--- src/rtl/lcd_bus_arbiter_if.sv ---
// Requester and LCD-bus signal bundle for lcd_bus_arbiter.
// The slave modport is the arbiter's view; the master modport is the requester/board side.
interface lcd_bus_arbiter_if;
   logic       req0;
   logic       rs0;
   logic [7:0] data0;
   logic       ack0;
   logic       req1;
   logic       rs1;
   logic [7:0] data1;
   logic       ack1;
   logic       busy;
   logic       init_done;
   logic [7:0] lcd_data;
   logic       lcd_rs;
   logic       lcd_rw;
   logic       lcd_en;
   logic       lcd_on;

   modport master (
      output req0, rs0, data0, req1, rs1, data1,
      input  ack0, ack1, busy, init_done,
      input  lcd_data, lcd_rs, lcd_rw, lcd_en, lcd_on
   );

   modport slave (
      input  req0, rs0, data0, req1, rs1, data1,
      output ack0, ack1, busy, init_done,
      output lcd_data, lcd_rs, lcd_rw, lcd_en, lcd_on
   );
endinterface

--- src/rtl/lcd_bus_arbiter.sv ---
// HD44780 bus owner: optional power-on init (LCD_INIT_SEQ_EN), then round-robin byte writes from two requesters.
// Each write: SETUP -> PULSE -> WAIT, ack pulses one cycle after WAIT; requesters hold req until ack.
module lcd_bus_arbiter #(
   parameter int SETUP_CYCLES      = 2,
   parameter int EN_HIGH_CYCLES    = 12,
   parameter int CMD_WAIT_CYCLES   = 2000,
   parameter int CLEAR_WAIT_CYCLES = 82000,
   parameter int POWERUP_CYCLES    = 750000,
   parameter int CNT_W             = 20
) (
   input  logic             clock,
   input  logic             reset_n,
   lcd_bus_arbiter_if.slave bus
);

   typedef enum logic [2:0] {
      POWERUP,
      IDLE,
      SETUP,
      PULSE,
      WAIT
   } state_t;

   localparam logic [CNT_W-1:0] ONE       = CNT_W'(1);
   localparam logic [CNT_W-1:0] TWO       = CNT_W'(2);
   localparam logic [CNT_W-1:0] SETUP_LEN = CNT_W'(SETUP_CYCLES);
   localparam logic [CNT_W-1:0] EN_LEN    = CNT_W'(EN_HIGH_CYCLES);
   localparam logic [CNT_W-1:0] CMD_LEN   = CNT_W'(CMD_WAIT_CYCLES);
   localparam logic [CNT_W-1:0] CLR_LEN   = CNT_W'(CLEAR_WAIT_CYCLES);
   localparam logic [CNT_W-1:0] PWR_LEN   = CNT_W'(POWERUP_CYCLES);

`ifdef LCD_INIT_SEQ_EN
   localparam state_t RESET_STATE = POWERUP;
`else
   localparam state_t RESET_STATE = IDLE;
`endif

   state_t           state_q, state_d;
   logic [CNT_W-1:0] timer_q, timer_d;
   logic             ld_q, ld_d;
   logic [7:0]       lcd_data_q, lcd_data_d;
   logic             lcd_rs_q, lcd_rs_d;
   logic             lcd_en_q, lcd_en_d;
   logic             lcd_on_q;
   logic             ack0_q, ack0_d;
   logic             ack1_q, ack1_d;
   logic             init_done_q, init_done_d;
   logic             last_grant_q, last_grant_d;
   logic             grant_q, grant_d;
   logic             in_init_q, in_init_d;
   logic [1:0]       init_idx_q, init_idx_d;

   logic [CNT_W-1:0] phase_len;
   logic [CNT_W-1:0] load_val;
   logic             expired;
   logic             is_clear;
   logic             pick1;

   function automatic logic [7:0] init_cmd(input logic [1:0] idx);
      logic [7:0] cmd;
      case (idx)
         2'd0:    cmd = 8'h38;
         2'd1:    cmd = 8'h0C;
         2'd2:    cmd = 8'h01;
         default: cmd = 8'h06;
      endcase
      return cmd;
   endfunction

   // Clear (0x01) and return-home (0x02/0x03) need the long settle time.
   assign is_clear = ~lcd_rs_q & (lcd_data_q[7:2] == 6'd0);

   always_comb begin
      phase_len = SETUP_LEN;
      case (state_q)
         POWERUP: phase_len = PWR_LEN;
         PULSE:   phase_len = EN_LEN;
         WAIT:    phase_len = is_clear ? CLR_LEN : CMD_LEN;
         default: phase_len = SETUP_LEN;
      endcase
   end

   // ld_q marks the first cycle of a phase: the timer is loaded then, so a
   // phase of N cycles ends on the N-th edge after it was entered.
   assign load_val = (phase_len > ONE) ? (phase_len - TWO) : '0;
   assign expired  = ld_q ? (phase_len == ONE) : (timer_q == '0);

   // Round-robin: on a tie the requester not served last wins.
   assign pick1 = bus.req1 & (~bus.req0 | ~last_grant_q);

   always_comb begin
      state_d      = state_q;
      lcd_data_d   = lcd_data_q;
      lcd_rs_d     = lcd_rs_q;
      ack0_d       = 1'b0;
      ack1_d       = 1'b0;
      last_grant_d = last_grant_q;
      grant_d      = grant_q;
      in_init_d    = in_init_q;
      init_idx_d   = init_idx_q;
`ifdef LCD_INIT_SEQ_EN
      init_done_d  = init_done_q;
`else
      init_done_d  = 1'b1;
`endif

      if (ld_q) begin
         timer_d = load_val;
      end else if (timer_q != '0) begin
         timer_d = timer_q - ONE;
      end else begin
         timer_d = timer_q;
      end

      case (state_q)
         POWERUP: begin
            if (expired) begin
               in_init_d  = 1'b1;
               init_idx_d = 2'd0;
               lcd_data_d = init_cmd(2'd0);
               lcd_rs_d   = 1'b0;
               state_d    = SETUP;
            end
         end
         IDLE: begin
            if (bus.req0 | bus.req1) begin
               grant_d    = pick1;
               lcd_rs_d   = pick1 ? bus.rs1 : bus.rs0;
               lcd_data_d = pick1 ? bus.data1 : bus.data0;
               state_d    = SETUP;
            end
         end
         SETUP: begin
            if (expired) state_d = PULSE;
         end
         PULSE: begin
            if (expired) state_d = WAIT;
         end
         WAIT: begin
            if (expired) begin
               if (in_init_q) begin
                  if (init_idx_q == 2'd3) begin
                     in_init_d   = 1'b0;
                     init_done_d = 1'b1;
                     state_d     = IDLE;
                  end else begin
                     init_idx_d = init_idx_q + 2'd1;
                     lcd_data_d = init_cmd(init_idx_q + 2'd1);
                     lcd_rs_d   = 1'b0;
                     state_d    = SETUP;
                  end
               end else begin
                  ack0_d       = ~grant_q;
                  ack1_d       = grant_q;
                  last_grant_d = grant_q;
                  state_d      = IDLE;
               end
            end
         end
         default: state_d = IDLE;
      endcase

      ld_d     = (state_d != state_q);
      lcd_en_d = (state_d == PULSE);
   end

   always_ff @(posedge clock) begin
      if (!reset_n) begin
         state_q      <= RESET_STATE;
         timer_q      <= '0;
         ld_q         <= 1'b1;
         lcd_data_q   <= 8'h00;
         lcd_rs_q     <= 1'b0;
         lcd_en_q     <= 1'b0;
         lcd_on_q     <= 1'b1;
         ack0_q       <= 1'b0;
         ack1_q       <= 1'b0;
         init_done_q  <= 1'b0;
         last_grant_q <= 1'b1;
         grant_q      <= 1'b0;
         in_init_q    <= 1'b0;
         init_idx_q   <= 2'd0;
      end else begin
         state_q      <= state_d;
         timer_q      <= timer_d;
         ld_q         <= ld_d;
         lcd_data_q   <= lcd_data_d;
         lcd_rs_q     <= lcd_rs_d;
         lcd_en_q     <= lcd_en_d;
         lcd_on_q     <= 1'b1;
         ack0_q       <= ack0_d;
         ack1_q       <= ack1_d;
         init_done_q  <= init_done_d;
         last_grant_q <= last_grant_d;
         grant_q      <= grant_d;
         in_init_q    <= in_init_d;
         init_idx_q   <= init_idx_d;
      end
   end

   assign bus.ack0      = ack0_q;
   assign bus.ack1      = ack1_q;
   assign bus.busy      = (state_q != IDLE);
   assign bus.init_done = init_done_q;
   assign bus.lcd_data  = lcd_data_q;
   assign bus.lcd_rs    = lcd_rs_q;
   assign bus.lcd_rw    = 1'b0;
   assign bus.lcd_en    = lcd_en_q;
   assign bus.lcd_on    = lcd_on_q;

endmodule
--- src/flat_wrapper.sv ---
// flat-port wrapper written by rule: the top's interface ports become plain ports
module lcd_bus_arbiter_flat 
#(
   parameter int SETUP_CYCLES      = 2,
   parameter int EN_HIGH_CYCLES    = 12,
   parameter int CMD_WAIT_CYCLES   = 2000,
   parameter int CLEAR_WAIT_CYCLES = 82000,
   parameter int POWERUP_CYCLES    = 750000,
   parameter int CNT_W             = 20
)
  (clock, reset_n, bus_req0, bus_rs0, bus_data0, bus_req1, bus_rs1, bus_data1, bus_ack0, bus_ack1, bus_busy, bus_init_done, bus_lcd_data, bus_lcd_rs, bus_lcd_rw, bus_lcd_en, bus_lcd_on);
  lcd_bus_arbiter_if bus_i ();
  input  logic clock;
  input  logic reset_n;
  input wire logic [$bits(bus_i.req0)-1:0] bus_req0;
  input wire logic [$bits(bus_i.rs0)-1:0] bus_rs0;
  input wire logic [$bits(bus_i.data0)-1:0] bus_data0;
  input wire logic [$bits(bus_i.req1)-1:0] bus_req1;
  input wire logic [$bits(bus_i.rs1)-1:0] bus_rs1;
  input wire logic [$bits(bus_i.data1)-1:0] bus_data1;
  output wire logic [$bits(bus_i.ack0)-1:0] bus_ack0;
  output wire logic [$bits(bus_i.ack1)-1:0] bus_ack1;
  output wire logic [$bits(bus_i.busy)-1:0] bus_busy;
  output wire logic [$bits(bus_i.init_done)-1:0] bus_init_done;
  output wire logic [$bits(bus_i.lcd_data)-1:0] bus_lcd_data;
  output wire logic [$bits(bus_i.lcd_rs)-1:0] bus_lcd_rs;
  output wire logic [$bits(bus_i.lcd_rw)-1:0] bus_lcd_rw;
  output wire logic [$bits(bus_i.lcd_en)-1:0] bus_lcd_en;
  output wire logic [$bits(bus_i.lcd_on)-1:0] bus_lcd_on;
  assign bus_i.req0 = bus_req0;
  assign bus_i.rs0 = bus_rs0;
  assign bus_i.data0 = bus_data0;
  assign bus_i.req1 = bus_req1;
  assign bus_i.rs1 = bus_rs1;
  assign bus_i.data1 = bus_data1;
  assign bus_ack0 = bus_i.ack0;
  assign bus_ack1 = bus_i.ack1;
  assign bus_busy = bus_i.busy;
  assign bus_init_done = bus_i.init_done;
  assign bus_lcd_data = bus_i.lcd_data;
  assign bus_lcd_rs = bus_i.lcd_rs;
  assign bus_lcd_rw = bus_i.lcd_rw;
  assign bus_lcd_en = bus_i.lcd_en;
  assign bus_lcd_on = bus_i.lcd_on;
  lcd_bus_arbiter #(.SETUP_CYCLES(SETUP_CYCLES), .EN_HIGH_CYCLES(EN_HIGH_CYCLES), .CMD_WAIT_CYCLES(CMD_WAIT_CYCLES), .CLEAR_WAIT_CYCLES(CLEAR_WAIT_CYCLES), .POWERUP_CYCLES(POWERUP_CYCLES), .CNT_W(CNT_W)) u_core (.clock(clock), .reset_n(reset_n), .bus(bus_i));
endmodule
--- config.mk ---
export PLATFORM = sky130hd
export DESIGN_NAME = lcd_bus_arbiter_flat
export DESIGN_NICKNAME = d
export VERILOG_FILES = /design/src/rtl/lcd_bus_arbiter_if.sv /design/src/rtl/lcd_bus_arbiter.sv /design/src/flat_wrapper.sv
export SDC_FILE = /design/constraint.sdc
export NUM_CORES = 1
export LEC_CHECK = 0
export ABC_AREA = 1
export BUFFER_PORTS_ARGS = -buffer_cell sky130_fd_sc_hd__buf_2
export CELL_PAD_IN_SITES_DETAIL_PLACEMENT = 1
export CELL_PAD_IN_SITES_GLOBAL_PLACEMENT = 1
export CORE_ASPECT_RATIO = 2
export CORE_MARGIN = 2
export CORE_UTILIZATION = 37
export DETAILED_ROUTE_END_ITERATION = 8
export GPL_ROUTABILITY_DRIVEN = 0
export MAX_ROUTING_LAYER = met4
export PLACE_DENSITY_LB_ADDON = 0.1
export SYNTH_ARGS = -nofsm -noshare
export SYNTH_HDL_FRONTEND = slang
export SYNTH_SLANG_ARGS = --single-unit
export TNS_END_PERCENT = 20
--- constraint.sdc ---
create_clock -name clock -period 1.7 [get_ports clock]
set_input_delay 0.17 -clock clock [delete_from_list [all_inputs] [get_ports clock]]
set_output_delay 0.17 -clock clock [all_outputs]
set_load 0.005 [all_outputs]
==> metrics.txt, run 1 <==
outcome finished with violations; violated checks negative setup slack; CP Launch Type register; Slowest-stage cell, CP dfxtp_2; fill count 863; endpoint class of the critical path register; slew margin rel. around two thirds; min Tclk post-route 1710 ps; total congestion overflow 0; crit path max fanout 7; mean routed wirelength per cell between 15 and 20 µm; initial antenna violation count 0; # IOs 38; Final Cell Area 3370 µm²; # diodes 0; Total Power 4.94 mW; Yosys cell types 41; most common cell after layout, fill and taps aside nand2_1; Clock Latency Late Sink 300 ps; detailed-route via count 2,695; share of flip-flops with an asynchronous set or reset 0%; Initial DRC Count 83; Post-DP Area 3030 µm²; synth warn 0; clock slew at reported path FFs 60 ps; setup_tns -33.4 ps; nets 468; Clock Tree Root clkbuf_16; Main synth FF type dfxtp_1; register bit count reported by yosys between 40 and 50; DR vias/cell 5.09; hpwl dp 6650 µm; largest net degree at the start of global routing 17; most frequent cells in the layout nand2_1, nor2_1, buf_4; layout cells sized above 1 35.1%; pwr/cell area 1470 nW/µm²; clock skew between 6 and 7 ps; area grow syn2layout 34.0%; Mapped Area approximately 2500 µm²; register area share after synthesis 33.5%; Reg2Reg Capture Point u_core.bus.lcd_data[1]$_SDFFE_PN0P_; worst hold path depth 1; Setup WS post-layout -12.7 ps; Die Ht 121 µm; die area roughly 7500 µm²; CTS Sinks 42; Fmax 584 MHz; buffers added on ports 35; Reg2Reg Depth 11; clock buffer depth 2; GRT Overall Usage approximately a quarter; row cnt 42; Detailed Routing Iterations Pass 1 4; Fin. Hold Viols 0; Total Wirelength between 8000 and 9000 µm; Post-Syn Nets just under 400; global-route wire length before repair 13,300 µm; Mean Syn Cell Area 6.94 µm²; crit-path max cell delay approximately 320 ps; Worst Max-Slew Pin Slew 521 ps; RSZ-0062 raised after global routing true; Post-Syn Instances 362; CTS Buf Count 5; antenna-violating nets left 0; critical path endpoint u_core.bus.lcd_data[1]$_SDFFE_PN0P_; CP Launch Point u_core.timer_q[0]$_SDFFE_PN0N_; Leakage 1.56 nW; Final Core Density 51.2%; worst endpoint data arrival time 1870 ps; number of synthesized flops with an enable pin 0; Crit Path Category reg -> reg; crit-path cells inv_2 > ha_4 > inv_2 > nor2_1 > nand4_1 > nor2_4 > nand4_4 > nand2_8 > nand2_4 > nand2_1 > a21oi_2; max-cap viol count 0; CTS tree built; Setup-failing EPs final 4; final worst path period share 101%; R2R Path Start u_core.timer_q[0]$_SDFFE_PN0N_; starting density of the core 38.2%; H-tree Lvls 2; max-slew violations 0; worst min-delay path class in -> reg; core area 6570 µm²; most numerous cell on the critical path inv_2; worst vdd rail ir drop 0.593 mV; Reg2Reg Setup Slack -10 ps; DRC errors left 0; Req. time, crit path 1860 ps; chip width 62.3 µm; vias in the first global route roughly 2,700
worst min-delay path by stage:
stage / start / slack, ps / endpoint
final: reset_n / 90 / u_core.bus.init_done$_DFF_P_
after global routing: reset_n / 90 / u_core.bus.init_done$_DFF_P_
after CTS: reset_n / 90 / u_core.bus.init_done$_DFF_P_
after detailed placement: reset_n / 390 / u_core.bus.init_done$_DFF_P_
after global placement: reset_n / 380 / u_core.bus.init_done$_DFF_P_
after floorplan: reset_n / 200 / u_core.bus.init_done$_DFF_P_
cell usage after synthesis (2+ instances only):
library cell  instances  area (µm²)
nand2_1              71         267
nor2_1               59         221
dfxtp_1              42         841
inv_1                34         128
a21oi_1              28         140
o21ai_0              24         120
nand3_1              19        95.1
a21oi_2               8        70.1
ha_1                  6        75.1
nand3_2               6        60.1
inv_2                 5        18.8
nand4_1               5        31.3
nor2_2                5        31.3
nor2_4                4        45.0
nor3_1                4        20.0
xor2_1                4        35.0
buf_2                 3        15.0
clkbuf_1              3        11.3
nand2_2               3        18.8
xnor2_1               3        26.3
a211oi_1              2        15.0
buf_4                 2        15.0
conb_1                2        7.51
nand4_4               2        42.5
o21ai_1               2        10.0
through the flow:
step                setup slack, ps  hold WS, ps  std cells
floorplan                      91.3          198        362
global placement              -88.8          382        514
detailed placement            -92.2          392        514
CTS                            4.17         90.9        527
global route                   -107         93.7        529
finish                        -12.7         88.9        529
logic make-up (layout without fill, tap and decap cells):
| kind of cell | after synthesis | count (layout) | share of synthesized area (%) |
|---|---|---|---|
| AO/OA/AOI/OAI | 70 | 70 | 16.2 |
| flip-flops | 42 | 42 | 33.5 |
| XOR/XNOR | 7 | 7 | 2.44 |
| other | 2 | 2 | 0.299 |
| buffers and inverters | 50 | 128 | 8.87 |
| adder cells (fa/ha/maj) | 6 | 6 | 2.99 |
| AND/OR/NAND/NOR | 185 | 186 | 35.7 |
report_power, final:
part / total, mW / switching (mW) / leakage [nW] / internal, mW
Sequential: 1.33 / 0.164 / 0.347 / 1.16
Combinational: 2.61 / 1.54 / 1.14 / 1.08
Clock: 0.996 / 0.413 / 0.0739 / 0.583
Total: 4.94 / 2.11 / 1.56 / 2.82
timing repair:
item / 4_1_cts / 5_1_grt
endpoints found under the setup margin: 14 / 24
hold buffers: 0 / 0
pin swaps: 5 / 18
buffers inserted: 4 / 2
gates cloned: 1 / 0
resized for setup: 10 / 37
layout make-up:
class	instances	area [µm²]	area share (%)
multi-input combinational	271	1560	46.3
sequential	42	850	25.2
timing repair buffer	80	548	16.3
inverter	40	153	4.54
clock buffer	7	143	4.24
tap	88	110	3.27
clock inverter	1	5.00	0.149
worst max-delay path: cells and delay by family, from the launching register on:
family	cells	cell delay, ps
AOI/OAI and AO/OA	1	50
adders and majority gates	1	140
buffers and inverters	2	130
DFF	1	320
and+or+nand+nor	7	930
sequential cells by signal (all words and copies together), names as in the netlist:
name                  flops
u_core.last_grant_q       1
u_core.bus.lcd_data       8
u_core.bus.lcd_rs         1
u_core.bus.ack1           1
u_core.bus.ack0           1
u_core.in_init_q          1
u_core.ld_q               1
u_core.state_q            3
u_core.init_idx_q         2
u_core.timer_q           20
u_core.grant_q            1
u_core.bus.lcd_en         1
u_core.bus.init_done      1
layer usage:
layer	track usage (%)	up-vias	routed length (µm)
li1	-	1331	-
met1	19.6	1286	2740
met2	48.1	54	5210
met3	2.98	24	181
met4	16.0	0	427
met5	-	-	0
Power figures use the tool's default switching activity.
==> run 2: changes to the inputs <==
--- a/config.mk
+++ b/config.mk
@@ -11,7 +11,8 @@
 export CELL_PAD_IN_SITES_GLOBAL_PLACEMENT = 1
 export CORE_ASPECT_RATIO = 2
 export CORE_MARGIN = 2
-export CORE_UTILIZATION = 37
+export CORE_UTILIZATION = 40
+export CTS_CLUSTER_DIAMETER = 80
 export DETAILED_ROUTE_END_ITERATION = 8
 export GPL_ROUTABILITY_DRIVEN = 0
 export MAX_ROUTING_LAYER = met4
==> constraint.sdc (replaced) <==
create_clock -name clock -period 1.8 [get_ports clock]
set_input_delay 0.18 -clock clock [delete_from_list [all_inputs] [get_ports clock]]
set_output_delay 0.18 -clock clock [all_outputs]
set_load 0.005 [all_outputs]
==> metrics.txt, run 2 (synthesis results as in run 1) <==
CP Launch Type register; antenna-violating nets left 0 (unchanged); fill count 830 (-3.8%); area grow syn2layout 26.3%; worst vdd rail ir drop 0.694 mV (+17%); max-cap viol count 0 (unchanged); Clock Tree Root clkbuf_16; final worst path period share 94.8% (-6.0 points); die area 6970 µm² (-7.1%); layout cells sized above 1 27.9% (-7.3 points); total congestion overflow 0 (unchanged); clock buffer depth 2 (unchanged); hpwl dp 6400 µm (-3.8%); row cnt 40 (-4.8%); RSZ-0062 raised after global routing true; number of flip-flops in the largest register 20 (unchanged); Setup WS pre-CTS -5.61 ps (+86.6 ps); Detailed Routing Iterations Pass 1 4 (unchanged); min Tclk post-route 1710 ps (-6.84 ps); Reg area 843 µm² (-0.74%); setup_tns 0 ps (+33.4 ps); Clock Latency Late Sink 290 ps (about the same); max-slew violations 0 (unchanged); Total Power 4.50 mW (-8.7%); Setup-failing EPs final 0 (-4); Hold WS 129 ps (+40.5 ps); Post-CTS Hold Fix Bufs 0 (unchanged); detailed-route via count 2,611 (-3.1%); # diodes 0 (unchanged); nets 450 (-3.8%); Hold EP u_core.bus.init_done$_DFF_P_; Leakage 1.46 nW (-6.5%); Reg2Reg Setup Slack 90 ps (+110 ps); Crit Path Category reg -> reg; most frequent cells in the layout nand2_1, nor2_1, dfxtp_1; worst hold path depth 1 (unchanged); Req. time, crit path 2010 ps (+150 ps); initial antenna violation count 0 (unchanged); mean routed wirelength per cell 15.9 µm (-1.6%); Fmax 586 MHz (+0.40%); largest reg by FF count u_core.timer_q; buffers added on ports 35 (unchanged); # IOs 38 (unchanged); worst min-delay path class in -> reg; most common cell after layout, fill and taps aside nand2_1; Initial DRC Count 81 (-2.4%); clock slew at reported path FFs 60 ps (about the same); DRC errors left 0 (unchanged); crit path max fanout 9 (+2); largest net degree at the start of global routing 17 (unchanged); core area 6060 µm² (-7.8%); CTS tree built; clock skew 3.83 ps (-2.66 ps); Total Wirelength 8060 µm (-5.7%); Reg2Reg Depth 9 (-2); CTS Buf Count 5 (unchanged); global-route wire length before repair 12,900 µm (-2.9%); R2R Path Start u_core.timer_q[3]$_SDFFE_PN0N_; worst endpoint data arrival time 1920 ps (+50 ps); H-tree Lvls 2 (unchanged); DR vias/cell 5.15 (+1.1%); chip width 60.0 µm (-3.6%); starting density of the core 41.5% (+3.2 points); outcome finished, final reports clean; CTS Sinks 42 (unchanged); endpoint class of the critical path register; Die Ht 116 µm (-3.7%); Reg2Reg Capture Point u_core.bus.lcd_data[7]$_SDFFE_PN0P_; pwr/cell area 1420 nW/µm² (-3.1%); Fin. Hold Viols 0 (unchanged); vias in the first global route 2,831 (+3.3%); GRT Overall Usage 25.5% (+1.6 points); Setup WS post-layout 94.1 ps (+107 ps); area occupied by multi-input gates 1510 µm² (-2.9%); Hold Startpoint reset_n
## run 2: cell types whose count changed in the layout (fill, tap and decap cells not counted), moves of 3 or more
cell / previous run / this run
buf_4: 38 / 26
buf_6: 6 / 0
dfxtp_1: 35 / 40
dfxtp_2: 7 / 2
nand2_1: 63 / 70
nand2_2: 10 / 2
nor2_1: 52 / 55
o21ai_0: 21 / 24
o21ai_1: 5 / 2
## run 2: how the worst max path moves through the flow
stage	start	end	depth (start not counted)
2_1_floorplan	u_core.timer_q[0]$_SDFFE_PN0N_	u_core.bus.lcd_data[3]$_SDFFE_PN0P_	10
3_3_place_gp	u_core.timer_q[0]$_SDFFE_PN0N_	u_core.timer_q[12]$_SDFFE_PN0N_	10
3_5_place_dp	u_core.timer_q[0]$_SDFFE_PN0N_	u_core.bus.lcd_data[1]$_SDFFE_PN0P_	11
4_1_cts	u_core.timer_q[0]$_SDFFE_PN0N_	u_core.bus.lcd_data[0]$_SDFFE_PN0P_	10
5_1_grt	u_core.timer_q[3]$_SDFFE_PN0N_	u_core.ld_q$_SDFF_PN1_	11
6_report	u_core.timer_q[3]$_SDFFE_PN0N_	u_core.bus.lcd_data[7]$_SDFFE_PN0P_	9
## run 2: worst max-delay path: stages, from the launching register on
cell and delay (ps):
dfxtp_1 370, nor2_2 190, nand2_1 110, nor2_4 160, nand4_4 130, a21oi_4 280, nand2_8 120, nand2_4 90
nand2_1 60, a21oi_1 130
## run 2: routing by layer
layer / vias up / part of all wire, % / global-route usage (%)
met4: 0 / 4.9 / 14.2
met1: 1248 / 33 / 21.7
met5: - / 0 / -
met3: 21 / 2.1 / 2.34
li1: 1290 / - / -
met2: 52 / 60 / 50.0
## run 2: per-stage QoR
stage | utilization [%] | instance area [µm²] | std cells
floorplan | - | 2510 | 362
global placement | 48.1 | 2910 | 495
detailed placement | 48.1 | 2910 | 495
CTS | 51.2 | 3100 | 504
global route | 52.4 | 3170 | 507
finish | 52.4 | 3170 | 507
## run 2: cell type report
type	instances	share of cell area (%)
Inverter	40	4.81
Clock buffer	8	5.25
Timing Repair Buffer	62	12.3
Multi-Input combinational cell	271	47.7
Sequential cell	42	26.6
Tap cell	84	3.31
## run 2: report_power, final
group | switching [mW] | internal, mW
logic | 1.37 | 0.884
registers | 0.169 | 1.09
clock network | 0.363 | 0.628
## run 2: timing repair
action,4_1_cts,5_1_grt
resized for setup,3,14
pin swaps,4,9
endpoints found under the setup margin,8,28
cloned,1,0
setup buffers,0,3
==> run 3: changes to the inputs <==
--- a/config.mk
+++ b/config.mk
@@ -5,13 +5,13 @@
 export SDC_FILE = /design/constraint.sdc
 export NUM_CORES = 1
 export LEC_CHECK = 0
-export ABC_AREA = 1
+export ABC_AREA = 0
 export BUFFER_PORTS_ARGS = -buffer_cell sky130_fd_sc_hd__buf_2
 export CELL_PAD_IN_SITES_DETAIL_PLACEMENT = 1
 export CELL_PAD_IN_SITES_GLOBAL_PLACEMENT = 1
 export CORE_ASPECT_RATIO = 2
 export CORE_MARGIN = 2
-export CORE_UTILIZATION = 40
+export CORE_UTILIZATION = 42
 export CTS_CLUSTER_DIAMETER = 80
 export DETAILED_ROUTE_END_ITERATION = 8
 export GPL_ROUTABILITY_DRIVEN = 0
==> metrics.txt, run 3 <==
sw power 1.53 mW (-19%); Post-CTS Hold Fix Bufs 0 (unchanged); clock slew at reported path FFs 80 ps (+20 ps); pwr/cell area 1200 nW/µm² (-15%); Leakage 1.44 nW (-1.4%); Comb pwr share 51.2% (+1.2 points); Fin. Hold Viols 0 (unchanged); most common cell after layout, fill and taps aside buf_4; internal power 2.48 mW (-4.6%); crit-path max cell delay 560 ps (+190 ps); Yosys cell types 62 (+51%); CP Launch Type register; Crit Path Category reg -> reg; # IOs 38 (unchanged); register share of total power 29.4% (+1.4 points); synth cell count leaders dfxtp_1, nor2_1, nand2_1, a21oi_1, o21ai_0; CTS tree built; top-area cell type share of the netlist area 35.5% (+2.1 points); register area share after synthesis 35.5% (+2.1 points); Synth area leaders dfxtp_1, nor2_1, a21oi_1, o21ai_0, nand2_1; Setup WS pre-CTS -536 ps (-530 ps); final worst path period share 121% (+26 points); H-tree Lvls 2 (unchanged); DRC errors left 0 (unchanged); most frequent cells in the layout buf_4, dfxtp_1, buf_2; die area 6290 µm² (-9.8%); CTS Buf Count 5 (unchanged); most frequent cell after synthesis dfxtp_1; layout cells sized above 1 43.6% (+16 points); register bit count reported by yosys 42 (unchanged); clock skew 9.67 ps (+5.84 ps); vias in the first global route 2,724 (-3.8%); Fmax 460 MHz (-22%); global-route wire length before repair 13,300 µm (+3.2%); starting density of the core 43.7% (+2.2 points); Total Wirelength 8710 µm (+8.0%); area grow syn2layout 41.0%; Slowest-stage cell, CP or4_4; max-slew violations 0 (unchanged); # diodes 0 (unchanged); CP delay by family, top simple AND/OR/NAND/NOR gates; worst vdd rail ir drop 0.930 mV (+34%); buffers added on ports 35 (unchanged); GRT Overall Usage 29.0% (+3.5 points); antenna-violating nets left 0 (unchanged); crit-path cells or4_4 > buf_6 > nor4_4 > nand2_2 > o211a_1 > o32a_1; CTS Sinks 42 (unchanged); Die Ht 110 µm (-5.1%); Setup-failing EPs final 40 (+40); crit path max fanout 4 (-5); row cnt 38 (-5.0%); core area 5420 µm² (-10%); Main synth FF type dfxtp_1; Post-Syn Nets 310 (-21%); Mean Syn Cell Area 8.39 µm² (+21%); Clock Tree Root clkbuf_8; nets 401 (-11%); Req. time, crit path 2000 ps (about the same); worst endpoint data arrival time 2370 ps (+450 ps); number of synthesized flops with an enable pin 0 (unchanged); Finished Layout Cells 434 (-14%); Post-Syn Instances 282 (-22%); max-cap viol count 0 (unchanged); share of flip-flops with an asynchronous set or reset 0% (unchanged); Buf+Inv Stages, Crit Path 1 (+1); Sw Ratio 38.1% (-4.0 points); chip width 57.1 µm (-4.9%); endpoint class of the critical path register; number of flip-flops in the largest register 20 (unchanged); min Tclk post-route 2180 ps (+469 ps); hpwl dp 6370 µm (-0.52%); Setup WS post-layout -375 ps (-469 ps); DR vias/cell 5.96 (+16%); synth warn 0 (unchanged); largest reg by FF count u_core.timer_q; Detailed Routing Iterations Pass 1 4 (unchanged); initial antenna violation count 0 (unchanged); total congestion overflow 0 (unchanged); detailed-route via count 2,586 (-0.96%); violated checks negative setup slack; Synth area leader dfxtp_1; Clock Latency Late Sink 310 ps (+20 ps); Clock Power Share 19.4% (-2.6 points); clock buffer depth 2 (unchanged); outcome finished with violations; Mapped Area 2370 µm² (-5.8%); Placed Instances 418 (-16%); largest net degree at the start of global routing 16 (-1); RSZ-0062 raised after global routing true; mean routed wirelength per cell 20.1 µm (+26%); Initial DRC Count 89 (+9.9%); worst min-delay path class in -> reg
-- run 3: cell types whose count changed after synthesis, sizes merged, moves of 6 or more --
cell    delta
a21boi     +6
or4        +7
nor2      -36
inv       -30
nor3       +7
a21oi     -17
clkbuf     +6
nand2     -53
nand4      -6
nand3     -20
-- run 3: worst register-to-register path: stages, from the launching register on --
cell     delay (ps)
dfxtp_1         320
or4_4           560
buf_6           150
nor4_4          340
nand2_2         140
o211a_1         240
o32a_1          320
-- run 3: logic make-up after synthesis --
| family | count (synthesis) | share of synthesized area (%) |
|---|---|---|
| adders and majority gates | 6 | 3.17 |
| other | 2 | 0.317 |
| and+or+nand+nor | 108 | 25.6 |
| DFF | 42 | 35.5 |
| muxes | 10 | 4.49 |
| buffers and inverters | 25 | 5.02 |
| xor gates and xnor gates | 11 | 4.07 |
| AOI/OAI and AO/OA | 78 | 21.7 |
-- run 3: power by group through the flow --
stage | Clock, mW | Combinational [mW] | Sequential (mW)
finish | 0.778 | 2.06 | 1.18
global route | 0.804 | 2.18 | 1.20
CTS | 0.785 | 1.90 | 1.18
detailed placement | 0 | 1.70 | 1.19
global placement | 0 | 1.65 | 1.19
floorplan | 0 | 0.981 | 1.17
-- run 3: stage by stage --
step / utilization, % / hold WS, ps / area, µm² / setup TNS, ps / power [mW]
5_1_grt: 61.5 / 262 / 3340 / -12990 / 4.18
2_1_floorplan: - / 208 / 2380 / -6700 / 2.15
4_1_cts: 59.7 / 227 / 3240 / -10040 / 3.86
3_3_place_gp: 55.1 / 461 / 2990 / -11810 / 2.83
3_5_place_dp: 55.1 / 466 / 2990 / -14720 / 2.89
6_report: 61.5 / 225 / 3340 / -10140 / 4.02
-- run 3: cell type report --
type,count,area [µm²]
multi-input combinational,215,1570
sequential,42,846
inverter,9,33.8
fill,684,2080
timing repair buffer,100,706
clock inverter,2,37.5
tap,60,75.1
clock buffer,6,72.6
-- run 3: path summary, 6_finish.rpt --
check                                                            to  cells past startpoint  slack, ps                            start
worst max-delay path            u_core.bus.lcd_data[4]$_SDFFE_PN0P_                      6       -380  u_core.timer_q[17]$_SDFFE_PN0N_
worst min-delay path                u_core.timer_q[16]$_SDFFE_PN0N_                      3        220                          reset_n
worst max register to register  u_core.bus.lcd_data[4]$_SDFFE_PN0P_                      6       -380  u_core.timer_q[17]$_SDFFE_PN0N_
worst min register to register           u_core.bus.ack0$_SDFF_PP0_                      1        480      u_core.grant_q$_SDFFE_PN0P_
-- run 3: what timing repair did --
item / CTS / global route
setup endpoints to repair: 40 / 40
pin swaps: 22 / 19
buffers inserted: 3 / 5
gates resized for setup: 31 / 22
hold endpoints to repair: 0 / 0
-- run 3: layer usage --
layer | up-vias | global-route usage [%] | wire (µm)
met2 | 83 | 57.1 | 5120
met5 | - | - | 0
met3 | 38 | 3.15 | 188
met4 | 0 | 18.8 | 522
li1 | 1190 | - | -
met1 | 1275 | 24.6 | 2880
